`config.mk`:
```
export PLATFORM = sky130hd
export DESIGN_NAME = ddr3_app_tester_flat
export DESIGN_NICKNAME = d
export VERILOG_FILES = /design/src/rtl/ddr3_app_tester_pkg.sv /design/src/rtl/ddr3_app_tester_if.sv /design/src/rtl/ddr3_pattern_gen.sv /design/src/rtl/ddr3_app_tester.sv /design/src/flat_wrapper.sv
export SDC_FILE = /design/constraint.sdc
export NUM_CORES = 2
export LEC_CHECK = 0
export BUFFER_PORTS_ARGS = -buffer_cell sky130_fd_sc_hd__buf_2
export CORE_AREA = 3 3 671 673
export CTS_BUF_LIST = sky130_fd_sc_hd__clkbuf_2
export CTS_CLUSTER_DIAMETER = 40
export CTS_CLUSTER_SIZE = 28
export DETAILED_ROUTE_END_ITERATION = 6
export DIE_AREA = 0 0 674 676
export PLACE_DENSITY = 0.3
export SLEW_MARGIN = 20
export SYNTH_ARGS = -nofsm -noshare
export SYNTH_HDL_FRONTEND = slang
export SYNTH_SLANG_ARGS = --single-unit
```
`constraint.sdc`:
```
create_clock -name clk -period 8.1 [get_ports clk]
set_input_delay 0.81 -clock clk [delete_from_list [all_inputs] [get_ports clk]]
set_output_delay 0.81 -clock clk [all_outputs]
set_load 0.02 [all_outputs]
```
`src/rtl/ddr3_app_tester_pkg.sv`:
```
`default_nettype none
// ---------------------------------------------------------------------------
// ddr3_test_pkg : shared types and constants for the DDR3 app-port tester
// Rev 1.0
// ---------------------------------------------------------------------------
package ddr3_test_pkg;

    typedef enum logic [2:0] {
        IDLE  = 3'd0,
        WRITE = 3'd1,
        READ  = 3'd2,
        WAIT  = 3'd3,
        DONE  = 3'd4
    } state_t;

    localparam logic [2:0] CMD_WRITE       = 3'b000;
    localparam logic [2:0] CMD_READ        = 3'b001;
    localparam int         BURST_ADDR_STEP = 8;
    localparam int         IDX_W           = 9;
    localparam int         LANES           = 8;
    localparam int         DATA_W          = 512;
    localparam int         MASK_W          = 64;

    // Lane k of burst idx: seed + 8*idx + k, wrapping at 64 bits.
    function automatic logic [63:0] lane_value(input logic [63:0]      seed,
                                               input logic [IDX_W-1:0] idx,
                                               input int               lane);
        return seed + (64'(idx) * 64'(BURST_ADDR_STEP)) + 64'(lane);
    endfunction

endpackage
`default_nettype wire

```
`src/rtl/ddr3_app_tester_if.sv`:
```
`default_nettype none
// ---------------------------------------------------------------------------
// ddr3_app_tester_if : DDR3 controller user (app) command/data interface
// Rev 1.0
// ---------------------------------------------------------------------------
interface ddr3_app_tester_if
    import ddr3_test_pkg::*;
#(
    parameter int ADDR_W = 28
);
    logic [ADDR_W-1:0] app_addr;
    logic [2:0]        app_cmd;
    logic              app_en;
    logic              app_rdy;
    logic [DATA_W-1:0] app_wdf_data;
    logic              app_wdf_wren;
    logic              app_wdf_end;
    logic [MASK_W-1:0] app_wdf_mask;
    logic              app_wdf_rdy;
    logic [DATA_W-1:0] app_rd_data;
    logic              app_rd_data_valid;

    modport master (
        output app_addr, app_cmd, app_en, app_wdf_data, app_wdf_wren,
               app_wdf_end, app_wdf_mask,
        input  app_rdy, app_wdf_rdy, app_rd_data, app_rd_data_valid
    );

    modport slave (
        input  app_addr, app_cmd, app_en, app_wdf_data, app_wdf_wren,
               app_wdf_end, app_wdf_mask,
        output app_rdy, app_wdf_rdy, app_rd_data, app_rd_data_valid
    );
endinterface
`default_nettype wire

```
`src/rtl/ddr3_pattern_gen.sv`:
```
`default_nettype none
// ---------------------------------------------------------------------------
// ddr3_pattern_gen : combinational (seed, burst index) -> 512-bit pattern
// Rev 1.0
// ---------------------------------------------------------------------------
module ddr3_pattern_gen
    import ddr3_test_pkg::*;
(
    input  wire logic [63:0]       seed_i,
    input  wire logic [IDX_W-1:0]  idx_i,
    output logic      [DATA_W-1:0] pattern_o
);

    for (genvar k = 0; k < LANES; k++) begin : g_lane
        assign pattern_o[64*k +: 64] = lane_value(seed_i, idx_i, k);
    end

endmodule
`default_nettype wire

```
`src/rtl/ddr3_app_tester.sv`:
```
`default_nettype none
// ---------------------------------------------------------------------------
// ddr3_app_tester : writes seed-derived bursts, reads them back and compares
// Rev 1.0
// ---------------------------------------------------------------------------
module ddr3_app_tester
    import ddr3_test_pkg::*;
#(
    parameter int                NUM_BURSTS = 16,
    parameter int                ADDR_W     = 28,
    parameter logic [ADDR_W-1:0] BASE_ADDR  = '0
)
(
    input  wire logic              clk,
    input  wire logic              rst_n,
    input  wire logic              init_calib_complete,
    input  wire logic              start,
    input  wire logic [63:0]       wr_data,
    ddr3_app_tester_if.master      app,
    output logic                   done,
    output logic                   pass,
    output logic      [15:0]       err_count,
    output logic      [DATA_W-1:0] rd_data
);

    localparam logic [IDX_W-1:0] LAST_IDX = IDX_W'(NUM_BURSTS - 1);
    localparam logic [IDX_W-1:0] NUM_IDX  = IDX_W'(NUM_BURSTS);

    state_t              state_q,      state_d;
    logic [63:0]         seed_q,       seed_d;
    logic [IDX_W-1:0]    wr_idx_q,     wr_idx_d;
    logic [IDX_W-1:0]    rd_cmd_idx_q, rd_cmd_idx_d;
    logic [IDX_W-1:0]    rd_idx_q,     rd_idx_d;
    logic                cmd_acc_q,    cmd_acc_d;
    logic                data_acc_q,   data_acc_d;
    logic [15:0]         err_count_q,  err_count_d;
    logic                done_q,       done_d;
    logic                pass_q,       pass_d;
    logic [DATA_W-1:0]   rd_data_q,    rd_data_d;

    logic [DATA_W-1:0]   w_wr_pattern;
    logic [DATA_W-1:0]   w_cmp_pattern;
    logic                w_app_en;
    logic                w_wren;
    logic [IDX_W-1:0]    w_cmd_idx;
    logic [ADDR_W-1:0]   w_addr;
    logic                w_cmd_done;
    logic                w_data_done;
    logic                w_calib_lost;
    logic                w_rd_beat;

    ddr3_pattern_gen u_wr_pattern (
        .seed_i    (seed_q),
        .idx_i     (wr_idx_q),
        .pattern_o (w_wr_pattern)
    );

    ddr3_pattern_gen u_cmp_pattern (
        .seed_i    (seed_q),
        .idx_i     (rd_idx_q),
        .pattern_o (w_cmp_pattern)
    );

    // Outputs are decoded from registered state so an async reset clears them at once.
    assign w_app_en  = ((state_q == WRITE) && !cmd_acc_q) || (state_q == READ);
    assign w_wren    = (state_q == WRITE) && !data_acc_q;
    assign w_cmd_idx = (state_q == READ) ? rd_cmd_idx_q : wr_idx_q;
    assign w_addr    = BASE_ADDR + ADDR_W'(32'(w_cmd_idx) * 32'(BURST_ADDR_STEP));

    assign app.app_en       = w_app_en;
    assign app.app_cmd      = (state_q == READ) ? CMD_READ : CMD_WRITE;
    assign app.app_addr     = w_app_en ? w_addr : '0;
    assign app.app_wdf_wren = w_wren;
    assign app.app_wdf_end  = w_wren;
    assign app.app_wdf_data = w_wren ? w_wr_pattern : '0;
    assign app.app_wdf_mask = '0;

    assign w_cmd_done   = cmd_acc_q  | (w_app_en & app.app_rdy);
    assign w_data_done  = data_acc_q | (w_wren & app.app_wdf_rdy);
    assign w_calib_lost = !init_calib_complete && (state_q inside {WRITE, READ, WAIT});
    assign w_rd_beat    = app.app_rd_data_valid && init_calib_complete &&
                          ((state_q == READ) || (state_q == WAIT)) && (rd_idx_q != NUM_IDX);

    always_comb begin
        state_d      = state_q;
        seed_d       = seed_q;
        wr_idx_d     = wr_idx_q;
        rd_cmd_idx_d = rd_cmd_idx_q;
        rd_idx_d     = rd_idx_q;
        cmd_acc_d    = cmd_acc_q;
        data_acc_d   = data_acc_q;
        err_count_d  = err_count_q;
        done_d       = done_q;
        pass_d       = pass_q;
        rd_data_d    = rd_data_q;

        if (w_rd_beat) begin
            if ((app.app_rd_data != w_cmp_pattern) && (err_count_q != 16'hFFFF)) begin
                err_count_d = err_count_q + 16'd1;
            end
            if (rd_idx_q == '0) begin
                rd_data_d = app.app_rd_data;
            end
            rd_idx_d = rd_idx_q + 1'b1;
        end

        case (state_q)
            IDLE: begin
                if (init_calib_complete) begin
                    seed_d       = wr_data;
                    err_count_d  = '0;
                    wr_idx_d     = '0;
                    rd_cmd_idx_d = '0;
                    rd_idx_d     = '0;
                    cmd_acc_d    = 1'b0;
                    data_acc_d   = 1'b0;
                    done_d       = 1'b0;
                    pass_d       = 1'b0;
                    state_d      = WRITE;
                end
            end
            WRITE: begin
                if (w_cmd_done && w_data_done) begin
                    cmd_acc_d  = 1'b0;
                    data_acc_d = 1'b0;
                    wr_idx_d   = wr_idx_q + 1'b1;
                    if (wr_idx_q == LAST_IDX) begin
                        state_d = READ;
                    end
                end else begin
                    cmd_acc_d  = w_cmd_done;
                    data_acc_d = w_data_done;
                end
            end
            READ: begin
                if (app.app_rdy) begin
                    rd_cmd_idx_d = rd_cmd_idx_q + 1'b1;
                    if (rd_cmd_idx_q == LAST_IDX) begin
                        state_d = WAIT;
                    end
                end
            end
            WAIT: begin
                // Looking at the post-beat count makes done visible right after the last beat.
                if (rd_idx_d == NUM_IDX) begin
                    state_d = DONE;
                end
            end
            DONE: begin
                if (start) begin
                    state_d = IDLE;
                end
            end
            default: state_d = IDLE;
        endcase

        if (w_calib_lost) begin
            state_d    = IDLE;
            cmd_acc_d  = 1'b0;
            data_acc_d = 1'b0;
        end

        if ((state_q != DONE) && (state_d == DONE)) begin
            done_d = 1'b1;
            pass_d = (err_count_d == 16'd0);
        end
    end

    always_ff @(posedge clk or negedge rst_n) begin
        if (!rst_n) begin
            state_q      <= IDLE;
            seed_q       <= '0;
            wr_idx_q     <= '0;
            rd_cmd_idx_q <= '0;
            rd_idx_q     <= '0;
            cmd_acc_q    <= 1'b0;
            data_acc_q   <= 1'b0;
            err_count_q  <= '0;
            done_q       <= 1'b0;
            pass_q       <= 1'b0;
            rd_data_q    <= '0;
        end else begin
            state_q      <= state_d;
            seed_q       <= seed_d;
            wr_idx_q     <= wr_idx_d;
            rd_cmd_idx_q <= rd_cmd_idx_d;
            rd_idx_q     <= rd_idx_d;
            cmd_acc_q    <= cmd_acc_d;
            data_acc_q   <= data_acc_d;
            err_count_q  <= err_count_d;
            done_q       <= done_d;
            pass_q       <= pass_d;
            rd_data_q    <= rd_data_d;
        end
    end

    assign done      = done_q;
    assign pass      = pass_q;
    assign err_count = err_count_q;
    assign rd_data   = rd_data_q;

endmodule
`default_nettype wire

```
`src/flat_wrapper.sv`:
```
// flat-port wrapper written by rule: the top's interface ports become plain ports
module ddr3_app_tester_flat import ddr3_test_pkg::*;
#(
    parameter int                NUM_BURSTS = 16,
    parameter int                ADDR_W     = 28,
    parameter logic [ADDR_W-1:0] BASE_ADDR  = '0
)
  (clk, rst_n, init_calib_complete, start, wr_data, done, pass, err_count, rd_data, app_app_addr, app_app_cmd, app_app_en, app_app_wdf_data, app_app_wdf_wren, app_app_wdf_end, app_app_wdf_mask, app_app_rdy, app_app_wdf_rdy, app_app_rd_data, app_app_rd_data_valid);
  ddr3_app_tester_if #(.ADDR_W(ADDR_W)) app_i ();
  input  wire logic clk;
  input  wire logic rst_n;
  input  wire logic init_calib_complete;
  input  wire logic start;
  input  wire logic [63:0] wr_data;
  output logic done;
  output logic pass;
  output logic      [15:0] err_count;
  output logic      [DATA_W-1:0] rd_data;
  output wire logic [$bits(app_i.app_addr)-1:0] app_app_addr;
  output wire logic [$bits(app_i.app_cmd)-1:0] app_app_cmd;
  output wire logic [$bits(app_i.app_en)-1:0] app_app_en;
  output wire logic [$bits(app_i.app_wdf_data)-1:0] app_app_wdf_data;
  output wire logic [$bits(app_i.app_wdf_wren)-1:0] app_app_wdf_wren;
  output wire logic [$bits(app_i.app_wdf_end)-1:0] app_app_wdf_end;
  output wire logic [$bits(app_i.app_wdf_mask)-1:0] app_app_wdf_mask;
  input wire logic [$bits(app_i.app_rdy)-1:0] app_app_rdy;
  input wire logic [$bits(app_i.app_wdf_rdy)-1:0] app_app_wdf_rdy;
  input wire logic [$bits(app_i.app_rd_data)-1:0] app_app_rd_data;
  input wire logic [$bits(app_i.app_rd_data_valid)-1:0] app_app_rd_data_valid;
  assign app_app_addr = app_i.app_addr;
  assign app_app_cmd = app_i.app_cmd;
  assign app_app_en = app_i.app_en;
  assign app_app_wdf_data = app_i.app_wdf_data;
  assign app_app_wdf_wren = app_i.app_wdf_wren;
  assign app_app_wdf_end = app_i.app_wdf_end;
  assign app_app_wdf_mask = app_i.app_wdf_mask;
  assign app_i.app_rdy = app_app_rdy;
  assign app_i.app_wdf_rdy = app_app_wdf_rdy;
  assign app_i.app_rd_data = app_app_rd_data;
  assign app_i.app_rd_data_valid = app_app_rd_data_valid;
  ddr3_app_tester #(.NUM_BURSTS(NUM_BURSTS), .ADDR_W(ADDR_W), .BASE_ADDR(BASE_ADDR)) u_core (.clk(clk), .rst_n(rst_n), .init_calib_complete(init_calib_complete), .start(start), .wr_data(wr_data), .app(app_i), .done(done), .pass(pass), .err_count(err_count), .rd_data(rd_data));
endmodule
```
==> metrics <==
status=finished with violations; failing checks=design-rule violations; WP data arrival=9.33 ns; crit end category=flip-flop; CTS root buffer=clkbuf_2; starting density of the core=0.123; routability cong.=0.980; dpl hpwl=534000 um; Seq cells post-synth=626; syn_area_per_cell=8.14 um2; Worst path most repeated cell=buf_4; number of synthesized flops with an enable pin=0; Residual DRC=18; count of cell types in the netlist=108; wire per inst=37.8 um; main flop type after synthesis=dfrtp_1; Sequential Area=15700 um2; static leakage=40.7 nW; post-route cell area=92300 um2; Core Util, Final=0.207; Seq/Total Area, Yosys=0.286; Die ar.=456000 um2; gr usage total=0.261; CTS Buffer Depth=4; Chip Height=676 um; final net count=10.9k; DR iter-0 viols=5430; Hold WC Path Type=primary input to flip-flop; worst-path maximum fanout=9; Hold Fails Final Rpt=0; Post-Synthesis Cell Area=54700 um2; Antenna Nets Post-Route=0; share of post-route cells with drive strength above 1=0.373; TritonCTS clock tree=done; pin count of the biggest net entering global routing=214; Placed Area=77800 um2; Worst path slowest cell=or4_1; Ys Warns=0; clock transition at the registers of the reported paths=0.16 ns; global-route wire length before repair=776000 um; PortBufs=1637; number of global-route vias before repair=72.5k; Post-Route WL=620000 um; Die Wd=674 um; Pwr Density=133 nW/um2; CTS Sinks=626; Max-Cap Viols=0; Worst slew margin=0.146; Post-synth ARST share=1.00; DR vias=71.6k; # IOs=1723; max incr delay on CP=0.68 ns; H-tree depth=4; post-route clock skew=0.208 ns; 1st-pass router iterations=7; Final Cycle Share=0.976; Layout fillers=50.3k; clock latency on the worst-skew pair=1.58 ns; CP delay by family, top=simple AND/OR/NAND/NOR gates; Slew Viols, Final=0; RSZ-0062 raised after global routing=true; post-layout minimum cycle time=7.91 ns; antenna violations before repair=144; Core Area=445000 um2; CP Buf/Inv Count=8; Gate Count Post-Synth=6724; VDD IR max=0.0000839 V; highest clock rate=0.126 GHz; Hold WS=0.255 ns; post-DR vias/cell=4.36; Slew @ Worst Pin=1.27 ns; Crit Path Category=flip-flop to flip-flop; Worst Path Required=9.52 ns; crit path launch type=flip-flop; row cnt=245; Final setup viols=0; area grow syn2layout=68.7%; Multi-input gate area=38700 um2; GRT overflow=0; Inserted Clock Buffers=147
cell usage after synthesis (all sizes together), types with 66 or more instances:
library cell	instances	area (um2)
xnor2	738	6460
xor2	372	3270
a21oi	183	916
or3	103	644
nand4	181	1170
buf	184	1130
clkbuf	336	1260
nand3	233	1180
nor2	965	3620
and3	101	633
and2	68	425
o21ai	187	940
nor4	149	1010
nand2	668	2510
mux2	520	5860
or4	66	499
dfrtp	626	15700
nor3	277	1400
final timing paths:
| path | cells past startpoint | start | slack, ns | end |
|---|---|---|---|---|
| worst max register to register | 27 | u_core.rd_idx_q[6] | 0.19 | u_core.pass |
| min in group asynchronous | 4 | rst_n | 0.50 | u_core.rd_data[82] |
| worst min register to register | 2 | u_core.done | 0.48 | u_core.done |
| max in group asynchronous | 5 | rst_n | 6.12 | u_core.seed_q[38] |
| worst min-delay path | 3 | app_app_rd_data[58] | 0.26 | u_core.rd_data[58] |
| worst max-delay path | 27 | u_core.rd_idx_q[6] | 0.19 | u_core.pass |
what timing repair did:
item / CTS / global route
hold buffers: 1094 / 0
endpoints found under the setup margin: 311 / 72
resized for setup: 169 / 52
pin swaps: 37 / 19
hold endpoints to repair: 928 / 0
buffers inserted: 33 / 21
area by class of cell:
cell class,count,share of cell area
antenna,83,0.00225
clock buffer,168,0.00911
clock inverter,88,0.0104
inverter,60,0.00244
multi-input combinational,5602,0.419
sequential,626,0.170
tap,5928,0.0804
timing repair buffer,3853,0.306
where the power goes:
group	switching, W	internal (W)	total [W]
clock	0.00169	0.00121	0.00290
sequential	0.000147	0.00317	0.00332
combinational	0.00411	0.00196	0.00607
per-stage QoR:
stage | setup TNS, ns | total power (W) | setup slack (ns) | cells
3_3_place_gp | -12.68 | 0.00892 | -1.12 | 14900
3_5_place_dp | -5.15 | 0.00892 | -0.595 | 14900
5_1_grt | -0.0796 | 0.0128 | -0.0236 | 16400
2_1_floorplan | 0 | 0.00560 | 1.70 | 6808
4_1_cts | -0.274 | 0.0125 | -0.0623 | 16300
6_report | 0 | 0.0123 | 0.191 | 16400
layer usage:
metal  global-route usage  share of wire
met1                0.273           0.36
met2                0.496           0.53
met3               0.0357          0.049
met4                0.150          0.069
met5                    0        0.00048
cells by family after synthesis:
logic type      Yosys count  share of synthesized area
compound gates          818                      0.100
fa+ha+maj                36                    0.00851
other cells               1                  0.0000686
buf+inv                 580                     0.0479
mux                     550                      0.113
simple gates           3001                      0.265
xor+xnor               1112                      0.179
flops                   626                      0.286
registers in the layout, indices dropped and copies added, names as in the netlist:
name,cells
u_core.rd_idx_q,9
u_core.cmd_acc_q,1
u_core.state_q,3
u_core.err_count,16
u_core.data_acc_q,1
u_core.seed_q,64
u_core.wr_idx_q,9
u_core.done,1
u_core.rd_data,512
u_core.pass,1
u_core.rd_cmd_idx_q,9
cell usage in the layout, fill, tap and decap left out, types with 93 or more instances in the layout:
master,n
or3_1,93
nand2_1,664
xnor2_1,668
nor4_1,104
nor3_1,245
a21oi_1,171
dfrtp_1,616
buf_4,1081
nand3_1,222
clkbuf_2,168
buf_2,1620
nand4_1,178
and3_1,98
o21ai_0,177
mux2_2,520
nor2_1,938
xor2_1,345
dlygate4sd3_1,1093
tightest hold or removal path, cell delays in order:
cell           delay, ns
dlygate4sd3_1       0.52
buf_2               0.25
mux2_2              0.20
Note: power is estimated with default switching activity, not from simulation.
